<file path="config.mk">
export PLATFORM = sky130hd
export DESIGN_NAME = trdb_trace_ctrl
export DESIGN_NICKNAME = d
export VERILOG_FILES = /design/src/rtl/trdb_pkg.sv /design/src/rtl/trdb_resync_cnt.sv /design/src/rtl/trdb_trace_ctrl.sv
export SDC_FILE = /design/constraint.sdc
export NUM_CORES = 1
export LEC_CHECK = 0
export ABC_AREA = 1
export BUFFER_PORTS_ARGS = -buffer_cell sky130_fd_sc_hd__buf_2
export CELL_PAD_IN_SITES_DETAIL_PLACEMENT = 1
export CELL_PAD_IN_SITES_GLOBAL_PLACEMENT = 2
export CORE_AREA = 2 2 87 89
export CTS_CLUSTER_SIZE = 24
export DETAILED_ROUTE_END_ITERATION = 7
export DIE_AREA = 0 0 89 91
export MAX_ROUTING_LAYER = met4
export PLACE_DENSITY = 0.93
export SYNTH_ARGS = -nofsm -noshare
export SYNTH_HDL_FRONTEND = slang
export SYNTH_HIERARCHICAL = 1
export SYNTH_SLANG_ARGS = --single-unit
</file>
<file path="constraint.sdc">
create_clock -name clk_i -period 3.65 [get_ports clk_i]
set_input_delay 0.73 -clock clk_i [delete_from_list [all_inputs] [get_ports clk_i]]
set_output_delay 0.73 -clock clk_i [all_outputs]
set_load 0.02 [all_outputs]
</file>
<file path="src/rtl/trdb_pkg.sv">
// trdb_pkg: shared state/packet types for the trace-session controller.
package trdb_pkg;
   localparam int unsigned RESYNC_W_DEF = 16;
   typedef enum logic [2:0] {
      IDLE       = 3'd0,
      ARMED      = 3'd1,
      SEND_START = 3'd2,
      TRACING    = 3'd3,
      SEND_STOP  = 3'd4
   } trace_ctrl_state_e;
   typedef enum logic [1:0] {
      PKT_START  = 2'd0,
      PKT_RESYNC = 2'd1,
      PKT_STOP   = 2'd2
   } pkt_kind_e;
   // Kind reads as START whenever no request is outstanding, so idle outputs stay 0.
   function automatic pkt_kind_e kind_of(trace_ctrl_state_e s, logic rs_pend);
      return s == SEND_STOP ? PKT_STOP : (s == TRACING && rs_pend) ? PKT_RESYNC : PKT_START;
   endfunction
endpackage

</file>
<file path="src/rtl/trdb_resync_cnt.sv">
// trdb_resync_cnt: saturating retired-instruction counter with resync-due detection.
module trdb_resync_cnt #(
   parameter int unsigned W = 16
) (
   input  logic         clk_i,
   input  logic         rst_i,
   input  logic         clr_i,
   input  logic         inc_i,
   input  logic         hold_i,
   input  logic [W-1:0] max_i,
   output logic         hit_o
);
   logic [W-1:0] r_cnt;
   logic [W:0]   w_next;
   logic         w_step;
   assign w_next = {1'b0, r_cnt} + (W+1)'(1);
   assign w_step = inc_i & ~hold_i;
   // Compare >= so a threshold lowered below the count fires on the next retire.
   assign hit_o  = w_step & (max_i != '0) & (w_next >= {1'b0, max_i});
   always_ff @(posedge clk_i) begin
      if (rst_i || clr_i)
         r_cnt <= '0;
      else if (hit_o)
         r_cnt <= max_i;
      else if (w_step && !w_next[W])
         r_cnt <= w_next[W-1:0];
   end
endmodule

</file>
<file path="src/rtl/trdb_trace_ctrl.sv">
// trdb_trace_ctrl: trace-session FSM; sequences START/RESYNC/STOP requests over req/ack.
module trdb_trace_ctrl
   import trdb_pkg::*;
#(
   parameter int unsigned RESYNC_W = RESYNC_W_DEF
) (
   input  logic                clk_i,
   input  logic                rst_i,
   input  logic                trace_enable_i,
   input  logic                trace_req_deactivate_i,
   input  logic                trace_qualified_i,
   input  logic                iretire_i,
   input  logic [RESYNC_W-1:0] resync_max_i,
   output logic                trace_activated_o,
   output logic                trace_on_o,
   output logic                packet_req_o,
   output logic [1:0]          packet_kind_o,
   input  logic                packet_ack_i,
   output logic                enable_clr_o
);
   trace_ctrl_state_e r_state, w_state_nxt;
   logic r_exit_pend, r_deact_pend, r_rs_pend, r_clr;
   logic w_exit_nxt, w_deact_nxt, w_rs_nxt, w_clr_nxt;
   logic w_exit, w_ack, w_deact_acc, w_inc, w_hit, w_cnt_clr;

   assign w_exit      = trace_req_deactivate_i | ~trace_enable_i | (iretire_i & ~trace_qualified_i);
   assign w_ack       = packet_ack_i & packet_req_o;
   assign w_deact_acc = r_deact_pend | trace_req_deactivate_i;
   // An exit in the same cycle wins over counting, which drops a coincident RESYNC.
   assign w_inc       = (r_state == TRACING) & ~r_rs_pend & ~w_exit & iretire_i;

   trdb_resync_cnt #(.W(RESYNC_W)) u_cnt (
      .clk_i  (clk_i),
      .rst_i  (rst_i),
      .clr_i  (w_cnt_clr),
      .inc_i  (w_inc),
      .hold_i (r_rs_pend),
      .max_i  (resync_max_i),
      .hit_o  (w_hit)
   );

   always_ff @(posedge clk_i) begin
      if (rst_i) begin
         r_state      <= IDLE;
         r_exit_pend  <= 1'b0;
         r_deact_pend <= 1'b0;
         r_rs_pend    <= 1'b0;
         r_clr        <= 1'b0;
      end else begin
         r_state      <= w_state_nxt;
         r_exit_pend  <= w_exit_nxt;
         r_deact_pend <= w_deact_nxt;
         r_rs_pend    <= w_rs_nxt;
         r_clr        <= w_clr_nxt;
      end
   end

   always_comb begin
      w_state_nxt = r_state;
      w_exit_nxt  = r_exit_pend;
      w_deact_nxt = r_deact_pend;
      w_rs_nxt    = r_rs_pend;
      w_clr_nxt   = 1'b0;
      w_cnt_clr   = 1'b0;
      case (r_state)
         IDLE: begin
            w_exit_nxt  = 1'b0;
            w_deact_nxt = 1'b0;
            w_rs_nxt    = 1'b0;
            if (trace_enable_i) w_state_nxt = ARMED;
         end
         ARMED: begin
            if (trace_req_deactivate_i) begin
               w_state_nxt = IDLE;
               w_clr_nxt   = 1'b1;
            end else if (!trace_enable_i)
               w_state_nxt = IDLE;
            else if (iretire_i && trace_qualified_i)
               w_state_nxt = SEND_START;
         end
         SEND_START: begin
            if (w_exit) begin
               w_exit_nxt  = 1'b1;
               w_deact_nxt = w_deact_acc;
            end
            if (w_ack) begin
               w_cnt_clr   = 1'b1;
               w_state_nxt = (r_exit_pend || w_exit) ? SEND_STOP : TRACING;
            end
         end
         TRACING: begin
            if (r_rs_pend) begin
               if (w_exit) begin
                  w_exit_nxt  = 1'b1;
                  w_deact_nxt = w_deact_acc;
               end
               if (w_ack) begin
                  w_cnt_clr = 1'b1;
                  w_rs_nxt  = 1'b0;
                  if (r_exit_pend || w_exit) w_state_nxt = SEND_STOP;
               end
            end else if (w_exit) begin
               w_state_nxt = SEND_STOP;
               w_deact_nxt = trace_req_deactivate_i;
            end else if (w_hit)
               w_rs_nxt = 1'b1;
         end
         SEND_STOP: begin
            w_deact_nxt = w_deact_acc;
            if (w_ack) begin
               w_state_nxt = (w_deact_acc || !trace_enable_i) ? IDLE : ARMED;
               w_clr_nxt   = w_deact_acc;
               w_exit_nxt  = 1'b0;
               w_deact_nxt = 1'b0;
            end
         end
         default: w_state_nxt = IDLE;
      endcase
   end

   always_comb begin
      trace_activated_o = r_state != IDLE;
      trace_on_o        = r_state == TRACING;
      packet_req_o      = (r_state == SEND_START) | (r_state == SEND_STOP) | ((r_state == TRACING) & r_rs_pend);
      packet_kind_o     = kind_of(r_state, r_rs_pend);
      enable_clr_o      = r_clr;
   end
endmodule
</file>
* Yosys cells after proc, flatten, opt, wreduce, memory -nomap -nowiden *
Cells that the tools add are included.

storage, ports and cells
  register bits after elaboration = 23
  input port bits = 23
  output and inout bits = 6
  logic and storage cells = 92

cells by class
  add/subtract/negate cells = 1
  magnitude comparators = 1
  eq/ne operators = 12
  multiplexer cells = 37
  bitwise operators = 18
  reductions and logical operators = 17

operator list
  cell                                                                   count
  3-bit 2-to-1 mux                                                       11
  16-bit 2-to-1 mux                                                      2
  16-bit by 1-bit adder with 17-bit output, second input constant        1
  17-bit by 16-bit greater-or-equal comparator with 1-bit output         1
  1-bit 2-to-1 mux                                                       17
  16-bit nonzero test                                                    1
  3-bit one-hot mux with 5 select lines                                  1
  1-bit AND                                                              9
  1-bit one-hot mux with 4 select lines                                  2
  7-bit AND reduction                                                    1
  3-bit by 2-bit equality test with 1-bit output, second input constant  2
  2-bit != test, second input constant                                   3
  3-bit by 2-bit != test with 1-bit output, second input constant        2
  1-bit one-hot mux with 2 select lines                                  3
  1-bit bitwise OR                                                       5
  4-bit != test, second input constant                                   1
  1-bit inverter                                                         4
  2-bit nonzero test                                                     2
  4-bit nonzero test                                                     1
  3-bit by 1-bit equality test with 1-bit output, second input constant  1
  3-bit equality test, second input constant                             1
  1-bit logical AND                                                      3
  3-bit logical NOT                                                      1
  1-bit logical OR                                                       3
  other kinds (7)                                                        8

* Depth between registers and ports, before layout *
Gate-level depths: netlist of run 1.

  depth after elaboration = 13
  gate-level depth with buffers = 21
  gate-level depth less buffers = 20

* By module *
Netlist of run 1, hierarchy kept.

modules (own cells, without submodules)
  module           instances  cells each  area each (um2)  sequential area each (um2)
  trdb_resync_cnt  1          280         1704.1           320.3
  trdb_trace_ctrl  1          101         609.3            140.1

* Least setup slack after synthesis of run 1 *
OpenSTA, ideal clock, no wires.

  path kind = flip-flop to flip-flop
  start = register u_cnt.r_cnt[0]
  end = register u_cnt.r_cnt[10]
  library setup time = 70 ps
  arrival time = 2429 ps
  required time = 3580 ps
  setup slack = 1151 ps
  cell stages (with the launch flop) = 20
  buffers on the path = 1
  period minus slack after synthesis = 2499 ps
  cell sequence = dfxtp_1 ha_1 nand3_2 inv_2 nand2_2 nor2_1 nand3_1 nand2_1 inv_1 ha_1 nand2_1 nand2_1 a21oi_1 o21ai_1 nor2_1 nand2_4 nand2_4 buf_2 nand3_1 a21oi_1

on the way
  word-level cells in the longest chain between the ends = 4
  elaborated cells between the ends (all ways) = 8
  classes of those cells = 1 x add/sub; 1 x order compare; 2 x mux; 1 x bitwise; 3 x reduce/logical

ends and longest elaborated chain
  element                                                                                                     line                                          RTL
  start, declared                                                                                             trdb_resync_cnt.sv:13                         logic [W-1:0] r_cnt;
  start signal, assigned                                                                                      trdb_resync_cnt.sv:24                         r_cnt <= max_i;
  start signal, assigned                                                                                      trdb_resync_cnt.sv:26                         r_cnt <= w_next[W-1:0];
  16-bit by 1-bit adder with 17-bit output (*)                                                                trdb_resync_cnt.sv:16                         assign w_next = {1'b0, r_cnt} + (W+1)'(1);
  17-bit by 16-bit greater-or-equal comparator with 1-bit output / 1-bit logical NOT (equally long branches)  trdb_resync_cnt.sv:19, trdb_resync_cnt.sv:25
  1-bit AND / 1-bit logical AND (equally long branches)                                                       trdb_resync_cnt.sv:19, trdb_resync_cnt.sv:25
  16-bit 2-to-1 mux / 2-bit nonzero test (equally long branches)                                              --

Mark *: on every way between the ends. The rest lies on a longest branch, timed or not. The select of a mux whose other input is x is not followed.
A chain may end at the register's enable or synchronous reset.

* Worst setup path in the final report of run 1 *
  start = register u_cnt.r_cnt[0]
  end = register u_cnt.r_cnt[0]

on the way
  word-level cells in the longest chain between the ends = 4
  elaborated cells between the ends (all ways) = 8
  classes of those cells = 1 x add/sub; 1 x order compare; 2 x mux; 1 x bitwise; 3 x reduce/logical

ends and longest elaborated chain
  element                                                             line                   RTL
  16-bit by 1-bit adder with 17-bit output (*)                        trdb_resync_cnt.sv:16
  17-bit by 16-bit greater-or-equal comparator with 1-bit output (*)  trdb_resync_cnt.sv:19  assign hit_o = w_step & (max_i != '0) & (w_next >= {1'b0, max_i});
  1-bit AND (*)                                                       trdb_resync_cnt.sv:19
  via w_hit                                                           trdb_trace_ctrl.sv:24  logic w_exit, w_ack, w_deact_acc, w_inc, w_hit, w_cnt_clr;
  16-bit 2-to-1 mux / 2-bit nonzero test (equally long branches)      --

The timed path passes the listed nets; every way through them passes the cells marked *. The select of a mux whose other input is x is not followed.

==> results of run 1 <==
-- state kept, by name, indices dropped and copies added, names as in the netlist --
register / cells
u_cnt/r_cnt: 16
r_state: 3
enable_clr_o: 1
r_deact_pend: 1
r_exit_pend: 1
r_rs_pend: 1
-- cell usage in the layout (no fill, tap or decap), drive strengths merged --
master,Yosys,final
a21oi,26,26
and2,1,1
nor4,1,1
nor3,6,6
a21boi,1,1
o21a,2,2
ha,17,17
xnor2,6,6
nand3b,1,1
clkbuf,2,3
inv,58,58
dfxtp,23,23
buf,8,30
nor2,39,39
a22oi,1,1
nand2,116,116
clkinv,0,1
nand3,49,49
o21ai,9,9
nand4,8,8
xor2,5,5
a32oi,1,1
a31oi,1,1
-- cells by family (layout without fill, tap and decap cells) --
kind of cell	after synthesis	count (layout)	synth area share, %
AO/OA/AOI/OAI	41	41	9.681
XOR/XNOR	11	11	4.164
adder cells (fa/ha/maj)	17	17	9.194
buffers and inverters	68	92	12.93
flip-flops	23	23	19.90
AND/OR/NAND/NOR	221	221	44.13
-- worst max-delay path by stage --
stage | cells after the start | from | to | slack (ns)
2_1_floorplan | 19 | u_cnt/r_cnt[0]$_SDFFE_PP0P_ | u_cnt/r_cnt[10]$_SDFFE_PP0P_ | 1.15
3_3_place_gp | 19 | u_cnt/r_cnt[0]$_SDFFE_PP0P_ | u_cnt/r_cnt[0]$_SDFFE_PP0P_ | 0.63
3_5_place_dp | 19 | u_cnt/r_cnt[0]$_SDFFE_PP0P_ | u_cnt/r_cnt[0]$_SDFFE_PP0P_ | 0.54
4_1_cts | 19 | u_cnt/r_cnt[0]$_SDFFE_PP0P_ | u_cnt/r_cnt[0]$_SDFFE_PP0P_ | 0.52
5_1_grt | 19 | u_cnt/r_cnt[0]$_SDFFE_PP0P_ | u_cnt/r_cnt[0]$_SDFFE_PP0P_ | 0.16
6_report | 19 | u_cnt/r_cnt[0]$_SDFFE_PP0P_ | u_cnt/r_cnt[0]$_SDFFE_PP0P_ | 0.51
-- critical path, stage by stage (launching register included) --
cell     delay [ns]
dfxtp_1        0.44
ha_1           0.24
nand3_2        0.14
inv_2          0.09
nand2_2        0.08
nor2_1         0.19
nand3_1        0.11
nand2_1        0.08
inv_1          0.05
ha_1           0.29
nand2_1        0.07
nand2_1        0.05
a21oi_1        0.12
o21ai_1        0.09
nor2_1         0.19
nand2_4        0.17
nand2_4        0.32
inv_1          0.11
a21oi_1        0.15
nor2_1         0.06
-- per-stage QoR --
stage               cell area [um^2]  utilization [%]
floorplan                       2313                -
global placement                2514            35.22
detailed placement              2514            35.22
CTS                             2560            35.87
global route                    2560            35.87
finish                          2560            35.87
-- power groups by stage --
stage	clock, mW	combinational (mW)	sequential [mW]
after floorplan	0	0.279	0.312
after global placement	0	0.357	0.327
after detailed placement	0	0.365	0.329
after CTS	0.172	0.367	0.324
after global routing	0.187	0.417	0.329
final	0.166	0.364	0.324
-- metal layers --
| metal | track usage [%] | vias to the layer above | part of all wire (%) |
|---|---|---|---|
| li1 | - | 1267 | - |
| met2 | 32.46 | 34 | 50 |
| met4 | 4.353 | 0 | 0.91 |
| met3 | 2.182 | 6 | 2.3 |
| met5 | - | - | 0 |
| met1 | 25.14 | 1187 | 47 |
-- layout make-up --
type,count,area (um^2)
clock inverters,1,5.005
fillers,1003,4577
well taps,99,123.9
repair buffers,30,155.1
multi-input cells,290,1554
inverters,58,220.2
flip-flops and latches,23,460.4
clock buffers,3,41.29
==> flow_summary.json, run 1 <==
{
  "p_seq_share_pct": 37.9,
  "die_w_um": 89,
  "overflow": 0,
  "synthCells": 381,
  "setup_tns_ns": 0,
  "synthDominantCellAreaShare_pct": 19.90,
  "wl_per_cell_um": 13.98,
  "die_area_mm2": 0.008099,
  "hold_depth": 2,
  "outcome": "complete, no violations",
  "slew_violations": 0,
  "max-vdd-ir-drop_uv": 251.6,
  "synth_area_leaders": "dfxtp_1, nand2_1, nand3_1",
  "setup_viol": 0,
  "drtIter0Drc": 96,
  "ctsHoldBuffers": 0,
  "syn_nets": 421,
  "cts_tree": "done",
  "ys_seq_area_share_pct": 19.90,
  "grt_max_degree": 33,
  "ys_warn_count": 6,
  "p_comb_share_pct": 42.7,
  "rsz0062_at_grt": "false",
  "syn_area_per_cell_um2": 6.072,
  "max_slew_margin_pct": 63.40,
  "whs_ns": 0.4895,
  "p_sw_share_pct": 44.44,
  "gp_congestion": 0.8885,
  "finalPower_mw": 0.8535,
  "synth_top_area_cell": "dfxtp_1",
  "worst-r2r-cell-count": 19,
  "hold_class": "reg -> reg",
  "hold_start": "r_exit_pend$_SDFFE_PP0P_",
  "regToRegEndpoint": "u_cnt/r_cnt[0]$_SDFFE_PP0P_",
  "clk_pin_slew_ns": 0.09,
  "fmaxAchievable_ghz": 0.3182,
  "fin_ws_ns": 0.5075,
  "drt-total-wl_um": 7048,
  "synth_most_common_cell": "nand2_1",
  "drt_first_pass_iters": 4,
  "whs_endpoint": "r_exit_pend$_SDFFE_PP0P_",
  "area_delta_synth_final_pct": 10.65,
  "rows": 31,
  "finalHoldViolations": 0,
  "diodes": 0,
  "ys.flop_type": "dfxtp_1",
  "power.density_mw_per_mm2": 333.4,
  "route.detailed.drc": 0,
  "cts_resized": 0,
  "start_kind": "flop",
  "post-route-period-util_pct": 86.10,
  "path_max_fanout": 32,
  "initial_core_util_pct": 32.42,
  "grt_pass1_vias": 2582,
  "synthTopCellsByCount": "nand2_1, inv_1, nand3_1",
  "crit_path_end_kind": "flop",
  "vias": 2494,
  "worstPathArrival_ns": 3.32,
  "clock_path_buffers": 2,
  "period_minus_slack_ns": 3.143,
  "coreArea_mm2": 0.007137,
  "htreeDepth": 1,
  "r2r_slack_ns": 0.51,
  "clockRootBuffer": "clkbuf_8",
  "synth_edf_count": 0,
  "numPortBuffers": 28,
  "preCtsSetupSlack_ns": 0.5368,
  "synthDistinctLibCells": 33,
  "cp_data_required_time_ns": 3.82,
  "placedCellCount": 500,
  "ant_nets": 0,
  "die_y_um": 91,
  "layout.cells.non_filler": 504,
  "final_nets": 446,
  "switching_power_mw": 0.3793,
  "dp_hpwl_um": 5858,
  "clock_skew_ns": 0.01174,
  "clock_sinks": 23,
  "async_reset_ff_share_pct": 0,
  "antenna_found_initial": 0,
  "power_leakage_nw": 1.331,
  "power_frac_clock_pct": 19.4,
  "grt_pass1_wl_um": 12220,
  "ys_ff_latch": 23,
  "via_per_inst": 4.948,
  "layout-drive-gt1-share_pct": 15.06,
  "cts_buffers": 3,
  "syn_area_mm2": 0.002313,
  "tightest_slew_ns": 0.5485,
  "clk_latency_ns": 0.27,
  "p_int_mw": 0.4742,
  "track_usage_pct": 19.46,
  "worstSetupPathType": "reg -> reg",
  "cap_violations": 0,
  "ios": 29,
  "post_cts_buffers": 0,
  "reg2reg_from": "u_cnt/r_cnt[0]$_SDFFE_PP0P_"
}
(Power assumes the default switching activity.)
==> run 2: changes to the inputs <==
--- a/config.mk
+++ b/config.mk
@@ -8,4 +8,5 @@
 export ABC_AREA = 1
 export BUFFER_PORTS_ARGS = -buffer_cell sky130_fd_sc_hd__buf_2
+export CAP_MARGIN = 20
 export CELL_PAD_IN_SITES_DETAIL_PLACEMENT = 1
 export CELL_PAD_IN_SITES_GLOBAL_PLACEMENT = 2
==> constraint.sdc (replaced) <==
create_clock -name clk_i -period 3.65 [get_ports clk_i]
set_input_delay 0.1825 -clock clk_i [delete_from_list [all_inputs] [get_ports clk_i]]
set_output_delay 0.1825 -clock clk_i [all_outputs]
set_load 0.02 [all_outputs]
==> run 2 against run 1 <==
Critical endpoint is now u_cnt/r_cnt[9]$_SDFFE_PP0P_. Sequential share of layout area grew 0.053 points. Clock power barely moved. Die area stayed put. Largest cell class unchanged.
==> flow_summary.json, run 2 (synthesized netlist as in run 1, its figures left out) <==
{
  "outcome": "complete, no violations",
  "top_register": "u_cnt/r_cnt",
  "power_leakage_nw": 1.326,
  "via_per_inst": 4.936,
  "finalHoldViolations": 0,
  "htreeDepth": 1,
  "clock_skew_ns": 0.003282,
  "die_w_um": 89,
  "clock_path_buffers": 2,
  "cap_violations": 0,
  "vias": 2483,
  "drtIter0Drc": 132,
  "route.detailed.drc": 0,
  "ios": 29,
  "dp_hpwl_um": 5660,
  "period_minus_slack_ns": 3.149,
  "finalPower_mw": 0.8467,
  "initial_core_util_pct": 32.42,
  "tightest_slew_ns": 0.7437,
  "most-common-layout-cells": "nand2_1, inv_1, nand3_1",
  "layout-drive-gt1-share_pct": 14.85,
  "cp_data_required_time_ns": 3.79,
  "max-vdd-ir-drop_uv": 169.9,
  "crit_path_end_kind": "flop",
  "area_delta_synth_final_pct": 10.33,
  "preCtsSetupSlack_ns": 0.5098,
  "clockRootBuffer": "clkbuf_8",
  "gp_congestion": 0.9397,
  "final_common_cell": "nand2_1",
  "worstSetupPathType": "reg -> reg",
  "rsz0062_at_grt": "false",
  "worstPathArrival_ns": 3.29,
  "rows": 31,
  "drt-total-wl_um": 7024,
  "top_regs": "u_cnt/r_cnt x16, r_state x3",
  "setup_tns_ns": 0,
  "hold_class": "in -> reg",
  "antenna_found_initial": 0,
  "coreArea_mm2": 0.007137,
  "cts_tree": "done",
  "fin_util_pct": 35.76,
  "slew_violations": 0,
  "clk_pin_slew_ns": 0.09,
  "fin_ws_ns": 0.5009,
  "setup_viol": 0,
  "die_area_mm2": 0.008099,
  "ant_nets": 0,
  "cts_buffers": 3,
  "wl_per_cell_um": 13.96,
  "path_max_fanout": 32,
  "diodes": 0,
  "layout.cells.non_filler": 503,
  "placedCellCount": 499,
  "final_nets": 445,
  "ctsHoldBuffers": 0,
  "grt_pass1_wl_um": 12020,
  "r2r_slack_ns": 0.50,
  "grt_max_degree": 33,
  "numPortBuffers": 28,
  "overflow": 0,
  "power.density_mw_per_mm2": 331.7,
  "grt_pass1_vias": 2584,
  "die_y_um": 91,
  "clock_sinks": 23,
  "max_slew_margin_pct": 50.42,
  "drt_first_pass_iters": 4,
  "cts_resized": 0,
  "clk_latency_ns": 0.27,
  "post-route-period-util_pct": 86.28,
  "start_kind": "flop",
  "post_cts_buffers": 0,
  "fmaxAchievable_ghz": 0.3176,
  "largest_reg_flops": 16,
  "track_usage_pct": 19.01
}
## run 2: cell count changes in the layout (fill, tap and decap cells not counted), sizes merged
| cell | change |
|---|---|
| buf | -1 |
## run 2: stage by stage
step	instance area, um^2	hold slack (ns)
after CTS	2552	0.09978
after floorplan	2313	0.2516
after detailed placement	2506	0.3996
after global placement	2506	0.3901
final	2552	0.1043
after global routing	2552	0.1070
## run 2: layout make-up
type | count | area [um^2]
Timing Repair Buffer | 29 | 147.6
Clock inverter | 1 | 5.005
Clock buffer | 3 | 41.29
Inverter | 58 | 220.2
Sequential cell | 23 | 460.4
Multi-Input combinational cell | 290 | 1554
Tap cell | 99 | 123.9
Fill cell | 1018 | 4584
## run 2: critical path, cell delays in order, from the launching register on
cell and delay [ns]:
dfxtp_1 0.43, ha_1 0.23, nand3_2 0.14, inv_2 0.09, nand2_2 0.09, nor2_1 0.24, nand3_1 0.11, nand2_1 0.08
inv_1 0.05, ha_1 0.29, nand2_1 0.07, nand2_1 0.05, a21oi_1 0.11, o21ai_1 0.08, nor2_1 0.20, nand2_4 0.17
nand2_4 0.32, nand2_1 0.08, nand2_1 0.10, a21oi_1 0.06
## run 2: metal layers
metal / GRT usage [%] / share of wire, % / vias up
li1: - / - / 1267
met1: 23.85 / 47 / 1169
met3: 2.636 / 2.9 / 6
met2: 32.96 / 49 / 41
met4: 2.612 / 0.64 / 0
met5: - / 0 / -
## run 2: power by group
group	total, mW	leakage (nW)	switching [mW]	internal (mW)
Sequential	0.321	0.186	0.0428	0.278
Clock	0.166	0.0255	0.0898	0.0765
Combinational	0.359	1.11	0.240	0.119
Total	0.847	1.33	0.373	0.474
## run 2: path summary, 6_finish.rpt
| path | startpoint | to | cells after the start |
|---|---|---|---|
| min | rst_i | r_deact_pend$_SDFFE_PP0P_ | 2 |
| min reg2reg | r_exit_pend$_SDFFE_PP0P_ | r_exit_pend$_SDFFE_PP0P_ | 2 |
| max reg2reg | u_cnt/r_cnt[0]$_SDFFE_PP0P_ | u_cnt/r_cnt[9]$_SDFFE_PP0P_ | 19 |
| max | u_cnt/r_cnt[0]$_SDFFE_PP0P_ | u_cnt/r_cnt[9]$_SDFFE_PP0P_ | 19 |
==> run 3: changes to the inputs <==
CORE_AREA = 2 2 94 96   (was 2 2 87 89)
DIE_AREA = 0 0 96 98   (was 0 0 89 91)
PLACE_DENSITY = 0.86   (was 0.93)
clock period = 2.85 ns   (was 3.65 ns; I/O delays follow)
==> run 3 against run 2 <==
Non-clock buffer count grew 9. Clock power rose by 31%. Sequential share of layout area down 1.4 points. Sequential power increased by 28%. Fmax grew 17%. Final cell count grew 4.0%. Hold slack worse by 0.026 ns. Combinational power rose by 30%. Sequential cell count stayed put. First-iteration DRC count is 48% lower. Register-to-register slack worse by 0.35 ns.
==> flow_summary.json, run 3 (synthesized netlist as in run 1, its figures left out) <==
{
  "outcome": "complete, no violations",
  "worstSetupPathType": "reg -> reg",
  "p_seq_share_pct": 37.5,
  "overflow": 0,
  "ant_nets": 0,
  "antenna_found_initial": 0,
  "grt_pass1_wl_um": 11790,
  "top_register": "u_cnt/r_cnt",
  "coreArea_mm2": 0.008466,
  "grt_pass1_vias": 2513,
  "slew_violations": 0,
  "clockRootBuffer": "clkbuf_8",
  "switching_power_mw": 0.4856,
  "period_minus_slack_ns": 2.698,
  "rows": 34,
  "clk_latency_ns": 0.27,
  "power_frac_clock_pct": 19.9,
  "final_common_cell": "nand2_1",
  "layout-drive-gt1-share_pct": 23.37,
  "drt-total-wl_um": 7590,
  "vias": 2531,
  "post-route-period-util_pct": 94.67,
  "finalHoldViolations": 0,
  "setup_viol": 0,
  "placed_cell_area_mm2": 0.002547,
  "via_per_inst": 4.839,
  "top_regs": "u_cnt/r_cnt x16, r_state x3",
  "clk_pin_slew_ns": 0.10,
  "drtIter0Drc": 68,
  "initial_core_util_pct": 27.33,
  "worstPathArrival_ns": 2.84,
  "cp_data_required_time_ns": 2.99,
  "cap_violations": 0,
  "die_y_um": 98,
  "numPortBuffers": 28,
  "path_max_fanout": 8,
  "diodes": 0,
  "crit_path_end_kind": "flop",
  "clock_sinks": 23,
  "dp_hpwl_um": 5796,
  "cts_tree": "done",
  "htreeDepth": 1,
  "p_comb_share_pct": 42.7,
  "drt_first_pass_iters": 4,
  "grt_max_degree": 33,
  "max-vdd-ir-drop_uv": 172.7,
  "hold_class": "in -> reg",
  "p_sw_share_pct": 44.37,
  "die_area_mm2": 0.009408,
  "fmaxAchievable_ghz": 0.3706,
  "power_leakage_nw": 1.416,
  "clock_skew_ns": 0.009426,
  "largest_reg_flops": 16,
  "route.detailed.drc": 0,
  "p_int_mw": 0.6088,
  "die_w_um": 96,
  "final_nets": 456,
  "power.density_mw_per_mm2": 383.8,
  "finalPower_mw": 1.094,
  "wl_per_cell_um": 14.51,
  "tightest_slew_ns": 0.6228,
  "gp_congestion": 0.8210,
  "most-common-layout-cells": "nand2_1, inv_1, nand3_1",
  "area_delta_synth_final_pct": 23.26,
  "ios": 29,
  "max_slew_margin_pct": 58.43,
  "start_kind": "flop",
  "ctsHoldBuffers": 0,
  "clock_path_buffers": 2,
  "design_area_mm2": 0.002851,
  "cts_buffers": 3,
  "track_usage_pct": 16.08
}
-- run 3: changes by cell type in the layout (fill, tap and decap cells not counted), sizes merged --
cell      change
nand2         +2
clkbuf        +1
clkinvlp      +1
buf           +8
clkinv        -1
-- run 3: area by class of cell --
cell class | count | area [um^2]
Clock buffer | 3 | 41.29
Clock inverter | 1 | 7.507
Fill cell | 1116 | 5614
Inverter | 58 | 220.2
Multi-Input combinational cell | 292 | 1727
Sequential cell | 23 | 475.5
Tap cell | 108 | 135.1
Timing Repair Buffer | 38 | 245.2
-- run 3: repair_timing --
action,in CTS,in global routing
cloned,0,3
resized for setup,1,39
setup endpoints to repair,13,17
buffers inserted,0,4
pin swaps,0,9
-- run 3: through the flow --
| stage | setup WS (ns) | setup TNS (ns) | util [%] | cells | hold slack (ns) |
|---|---|---|---|---|---|
| final | 0.1519 | 0 | 33.68 | 523 | 0.07826 |
| after global routing | -0.03242 | -0.1557 | 33.68 | 523 | 0.08167 |
| after CTS | 0.002133 | 0 | 30.77 | 516 | 0.06916 |
| after detailed placement | -0.04041 | -0.07516 | 30.09 | 512 | 0.3782 |
| after global placement | 0.1103 | 0 | 30.09 | 512 | 0.3529 |
| after floorplan | 0.3508 | 0 | - | 381 | 0.2116 |
-- run 3: per-layer routing --
metal / up-vias / global-route usage, % / share of wire [%]
li1: 1297 / - / -
met4: 0 / 2.198 / 0.70
met3: 4 / 1.852 / 2.0
met1: 1203 / 20.32 / 46
met5: - / - / 0
met2: 27 / 27.88 / 51
-- run 3: critical path, cell delays in order, from the launching register on --
cell,delay [ns]
dfxtp_4,0.39
buf_4,0.13
nand3_4,0.11
nor3_4,0.27
nand3_1,0.12
nand2_1,0.09
nand2_2,0.08
ha_4,0.28
inv_1,0.07
nor4_2,0.26
nand2_1,0.12
nand2_4,0.22
buf_12,0.16
nand3_1,0.11
nand2_1,0.12
a21oi_2,0.06
-- run 3: final timing paths --
kind | depth (start not counted) | end | from | slack, ns
setup / recovery | 15 | u_cnt/r_cnt[5]$_SDFFE_PP0P_ | u_cnt/r_cnt[0]$_SDFFE_PP0P_ | 0.15
hold / removal | 2 | r_deact_pend$_SDFFE_PP0P_ | rst_i | 0.08
setup reg to reg | 15 | u_cnt/r_cnt[5]$_SDFFE_PP0P_ | u_cnt/r_cnt[0]$_SDFFE_PP0P_ | 0.15
hold reg to reg | 2 | r_exit_pend$_SDFFE_PP0P_ | r_exit_pend$_SDFFE_PP0P_ | 0.46
-- run 3: power by group through the flow --
| stage | combinational, mW | sequential [mW] | clock [mW] |
|---|---|---|---|
| 3_5_place_dp | 0.465 | 0.421 | 0 |
| 6_report | 0.467 | 0.410 | 0.218 |
| 3_3_place_gp | 0.456 | 0.417 | 0 |
| 2_1_floorplan | 0.357 | 0.400 | 0 |
| 5_1_grt | 0.535 | 0.417 | 0.242 |
| 4_1_cts | 0.468 | 0.413 | 0.231 |
